`src/rtl/rr_arbiter8_ctrl_pkg.sv`:
```
// Shared definitions for the 8-way round-robin arbiter.
// Holds FSM state encodings, sizing constants and the rotating-priority scan.
package rr_arbiter8_ctrl_pkg;

    localparam int N_REQ    = 8;
    localparam int IDX_W    = 3;
    localparam int MAX_HOLD = 22;
    localparam int HOLD_W   = 6;

    typedef enum logic [1:0] {
        ST_IDLE    = 2'd0,
        ST_GRANT   = 2'd1,
        ST_RELEASE = 2'd2
    } arb_state_e;

    // First set request bit scanning ptr, ptr+1, ... modulo N_REQ.
    // Returns ptr when nothing is requesting; callers gate on |req.
    function automatic logic [IDX_W-1:0] rr_pick(
        input logic [N_REQ-1:0] req,
        input logic [IDX_W-1:0] ptr
    );
        logic [IDX_W-1:0] k;
        logic             found;
        rr_pick = ptr;
        found   = 1'b0;
        for (int i = 0; i < N_REQ; i++) begin
            k = ptr + IDX_W'(i);
            if (!found && req[k]) begin
                rr_pick = k;
                found   = 1'b1;
            end
        end
    endfunction

endpackage

```
`src/rtl/rr_arbiter8_ctrl_dec.sv`:
```
// 3-to-8 decoder with enable, turns the grant index into the one-hot grant bus.
// Ports: idx_i (index), en_i (enable), dec_o (one-hot, zero when disabled).
module decoder3to8_en
    import rr_arbiter8_ctrl_pkg::*;
(
    input  logic [IDX_W-1:0] idx_i,
    input  logic             en_i,
    output logic [N_REQ-1:0] dec_o
);

    always_comb begin
        dec_o = '0;
        if (en_i) begin
            dec_o = N_REQ'(1) << idx_i;
        end
    end

endmodule

```
`src/rtl/rr_arbiter8_ctrl.sv`:
```
// Round-robin arbiter for 8 requesters sharing one compare/decode datapath.
// Ports: clk, reset_n (async active-low), req[7:0], done[7:0] in;
//   gnt[7:0] one-hot, gnt_idx[2:0], gnt_valid, timeout (1-cycle pulse) out.
// Option RR_ARB_PRIO0_EN: requester 0 wins any arbitration it takes part in.
module rr_arbiter8_ctrl
    import rr_arbiter8_ctrl_pkg::*;
(
    input  logic             clk,
    input  logic             reset_n,
    input  logic [N_REQ-1:0] req,
    input  logic [N_REQ-1:0] done,
    output logic [N_REQ-1:0] gnt,
    output logic [IDX_W-1:0] gnt_idx,
    output logic             gnt_valid,
    output logic             timeout
);

    arb_state_e        state_q;
    logic [IDX_W-1:0]  ptr_q;
    logic [IDX_W-1:0]  idx_q;
    logic [HOLD_W-1:0] hold_q;
    logic              timeout_q;

    logic [IDX_W-1:0]  ptr_d;
    logic [IDX_W-1:0]  scan_ptr;
    logic [IDX_W-1:0]  idx_d;
    logic              any_req;
    logic              cur_done;
    logic              cur_req;
    logic              expire;
    logic              grant_end;

    assign any_req   = |req;
    assign cur_done  = done[idx_q];
    assign cur_req   = req[idx_q];
    assign expire    = (hold_q == HOLD_W'(MAX_HOLD - 1));
    assign grant_end = cur_done | ~cur_req | expire;

    // Pointer after the current grant; used in RELEASE so the next pick
    // already sees the rotated priority without an extra idle cycle.
    assign ptr_d    = idx_q + IDX_W'(1);
    assign scan_ptr = (state_q == ST_RELEASE) ? ptr_d : ptr_q;

    always_comb begin
        idx_d = rr_pick(req, scan_ptr);
`ifdef RR_ARB_PRIO0_EN
        if (req[0]) begin
            idx_d = '0;
        end
`endif
    end

    always_ff @(posedge clk or negedge reset_n) begin
        if (!reset_n) begin
            state_q   <= ST_IDLE;
            ptr_q     <= '0;
            idx_q     <= '0;
            hold_q    <= '0;
            timeout_q <= 1'b0;
        end else begin
            unique case (state_q)
                ST_IDLE: begin
                    timeout_q <= 1'b0;
                    if (any_req) begin
                        idx_q   <= idx_d;
                        hold_q  <= '0;
                        state_q <= ST_GRANT;
                    end
                end
                ST_GRANT: begin
                    if (grant_end) begin
                        // done wins over expiry; a withdraw also suppresses it
                        timeout_q <= expire & ~cur_done & cur_req;
                        hold_q    <= '0;
                        state_q   <= ST_RELEASE;
                    end else begin
                        hold_q <= hold_q + HOLD_W'(1);
                    end
                end
                ST_RELEASE: begin
                    timeout_q <= 1'b0;
                    ptr_q     <= ptr_d;
                    hold_q    <= '0;
                    if (any_req) begin
                        idx_q   <= idx_d;
                        state_q <= ST_GRANT;
                    end else begin
                        state_q <= ST_IDLE;
                    end
                end
                default: begin
                    state_q <= ST_IDLE;
                end
            endcase
        end
    end

    decoder3to8_en u_dec (
        .idx_i (idx_q),
        .en_i  (state_q == ST_GRANT),
        .dec_o (gnt)
    );

    assign gnt_idx   = idx_q;
    assign gnt_valid = (state_q == ST_GRANT);
    assign timeout   = timeout_q;

endmodule

```
`config.mk`:
```
export PLATFORM = sky130hd
export DESIGN_NAME = rr_arbiter8_ctrl
export DESIGN_NICKNAME = d
export VERILOG_FILES = /design/src/rtl/rr_arbiter8_ctrl_pkg.sv /design/src/rtl/rr_arbiter8_ctrl_dec.sv /design/src/rtl/rr_arbiter8_ctrl.sv
export SDC_FILE = /design/constraint.sdc
export NUM_CORES = 1
export LEC_CHECK = 0
export CAP_MARGIN = 10
export CORE_UTILIZATION = 48
export DETAILED_ROUTE_END_ITERATION = 16
export GPL_ROUTABILITY_DRIVEN = 0
export PLACE_DENSITY = 0.76
export SYNTH_ARGS = -nofsm -noshare
export SYNTH_HDL_FRONTEND = slang
export SYNTH_HIERARCHICAL = 1
export SYNTH_SLANG_ARGS = --single-unit
```
`constraint.sdc`:
```
create_clock -name clk -period 3.2 [get_ports clk]
set_clock_uncertainty 0.05 [all_clocks]
set_input_delay 0.64 -clock clk [delete_from_list [all_inputs] [get_ports clk]]
set_output_delay 0.64 -clock clk [all_outputs]
set_load 0.02 [all_outputs]
```
==> metrics.cfg <==
[floorplanning]
die-area_mm2=0.00396
die_w_um=62.9
rows=21
fp.dieH_um=62.9
core-area_mm2=0.00344
io_pins=31
start_util=0.518

[yosys]
synth_top_cell_by_area=dfrtp_1
post-synth-top-count-cell=nand2_1
synth_cell_types=61
ys_top_cells_by_area=dfrtp_1, o211ai_1, mux2i_1
synth_warnings=6
synthesis.area_mm2=0.00178
ys_seq_area_frac=0.211
avgSynthCellArea_um2=8.53
ys_async_sr_fraction=1.00
synth_edf_count=0
syn-instance-count=209
ys_seq_elements=15
synth_commonest_cells=nand2_1, o211ai_1, dfrtp_1, o21ai_0, nand3_1
synth_top_area_frac=0.211
synth_ff_type=dfrtp_1
synth_nets=232

[critical_path]
cp_cell_sequence=nor2b_2 -> buf_4 -> o21ai_4 -> buf_4 -> ha_4 -> xnor2_2 -> mux4_2 -> buf_4 -> and4b_1 -> a211oi_1 -> nand2_1 -> a31oi_1
end_kind=flop
slowest_stage=mux4_2
max_stage_delay_ns=0.57
start_kind=flop
reg2reg_from=state_q[0]
crit_path_start=state_q[0]
crit_arrival_ns=3.22
cp_common_cell=buf_4
worst-endpoint-required_ns=3.31
worstSetupPathType=reg -> reg
worstPathMaxFanout=6

[cts]
clk_latency_ns=0.25
cts_buffer_depth=2
clk_pin_slew_worst_paths_ns=0.07
cts_max_level=1
root_buffer=clkbuf_8
cts_sinks=15
cts_hold_buffers=0
cts_tree=built
numCtsBuffers=3

[outcome]
status=finished, final reports clean

[finish]
areaGrowthSynthToFinish_pct=40.2
n_antenna_cell=0
fillers=239
fin_cells=310
final_core_util=0.726
drive_above_1_share=0.273
nNetsFinal=288

[hold_path]
min_path_type=reg -> reg
min_from=hold_q[1]

[sta]
hold_viol=0
period_share=0.972
max_freq_ghz=0.321
min_period_ns=3.11
rsz0062_at_grt=yes
finalSetupViolCount=0
tightestPinTransition_ns=0.650
drv_slew=0
slew_headroom=0.565

[detailed_routing]
via_count=1948
routedWlPerCell_um=17.3
postRouteAntennaNets=0
drc=0
drt_first_iter_violations=153
drt_first_pass_iters=5
vias_per_cell=6.28
totalWireLength_mm=5.38

[place]
io_buffer_count=30
dp.cells=302
dpl.hpwl_mm=4.07

[grt]
grt_pass1_vias=1782
grt_overflow_total=0
grt_usage=0.274
grt_max_degree=20
grt_pass1_wl_mm=8.62
grt_antenna_before_repair=0

[flow_run]
cap_violations=0

## kinds of logic (layout without fill, tap and decap cells)
family,count (synthesis),count (layout),share of synthesized area
compound gates,71,71,0.288
buf+inv,17,72,0.0414
xor+xnor,9,9,0.0484
mux,19,19,0.138
fa+ha+maj,5,5,0.0351
flops,15,15,0.211
simple gates,73,73,0.238
## area by class of cell
cell class	count	area, µm²	share of cell area
multi-input cells	177	1470	0.586
repair buffers	57	507	0.203
flip-flops and latches	15	378	0.151
well taps	46	57.6	0.0230
inverters	11	46.3	0.0185
clock buffers	3	41.3	0.0165
clock inverters	1	5.00	0.00200
## flip-flops by register name (all words and copies together), names as in the netlist
name and flops:
hold_q 6, gnt_idx 3, ptr_q 3, state_q 2, timeout 1
## critical path: cells and delay by family (launching register included)
kind | cells | cell delay (ns)
fa+ha+maj | 1 | 0.17
simple gates | 3 | 0.50
xor+xnor | 1 | 0.22
flops | 1 | 0.42
compound gates | 3 | 0.60
mux | 1 | 0.57
buf+inv | 3 | 0.48
## metrics by stage
| step | setup WS, ns | TNS [ns] | instance area, µm² | hold slack (ns) |
|---|---|---|---|---|
| final | 0.0890 | 0 | 2500 | 0.484 |
| after global routing | -0.0574 | -0.125 | 2500 | 0.529 |
| after detailed placement | 0.0406 | 0 | 2340 | 0.471 |
| after CTS | 0.0328 | 0 | 2390 | 0.490 |
| after floorplan | 0.0196 | 0 | 1850 | 0.294 |
| after global placement | 0.115 | 0 | 2340 | 0.464 |
## placed cells by master (no fill, tap or decap), types with 4 or more instances in the layout
cell type and instances:
inv_1 8, nor2_1 10, and2_1 5, dfrtp_1 13
a21oi_1 6, o32ai_1 5, buf_4 26, mux2i_1 6
o211ai_1 16, clkdlybuf4s50_1 30, xor2_1 4, nand3_1 12
o21ai_0 14, nand2_1 21
## routing by layer
metal / wire length, µm / global-route usage
met5: 0 / 0
met4: 48 / 0.0291
met3: 408 / 0.0456
met2: 2520 / 0.464
met1: 2400 / 0.372
## final timing paths
kind / slack [ns] / cells after the start / end
hold / removal: 0.48 / 2 / hold_q[1]
min in group asynchronous: 0.74 / 1 / hold_q[3]
setup / recovery: 0.09 / 12 / gnt_idx[1]
max in group asynchronous: 1.89 / 1 / gnt_idx[1]
hold reg to reg: 0.48 / 2 / hold_q[1]
setup reg to reg: 0.09 / 12 / gnt_idx[1]
## repair_timing
action,in CTS,in global routing
resized for setup,1,16
endpoints found under the setup margin,1,3
pin swaps,0,5
setup buffers,0,4
Power is not shown: default switching activity piles up to over one toggle a cycle in this logic, so the estimate is an artifact.
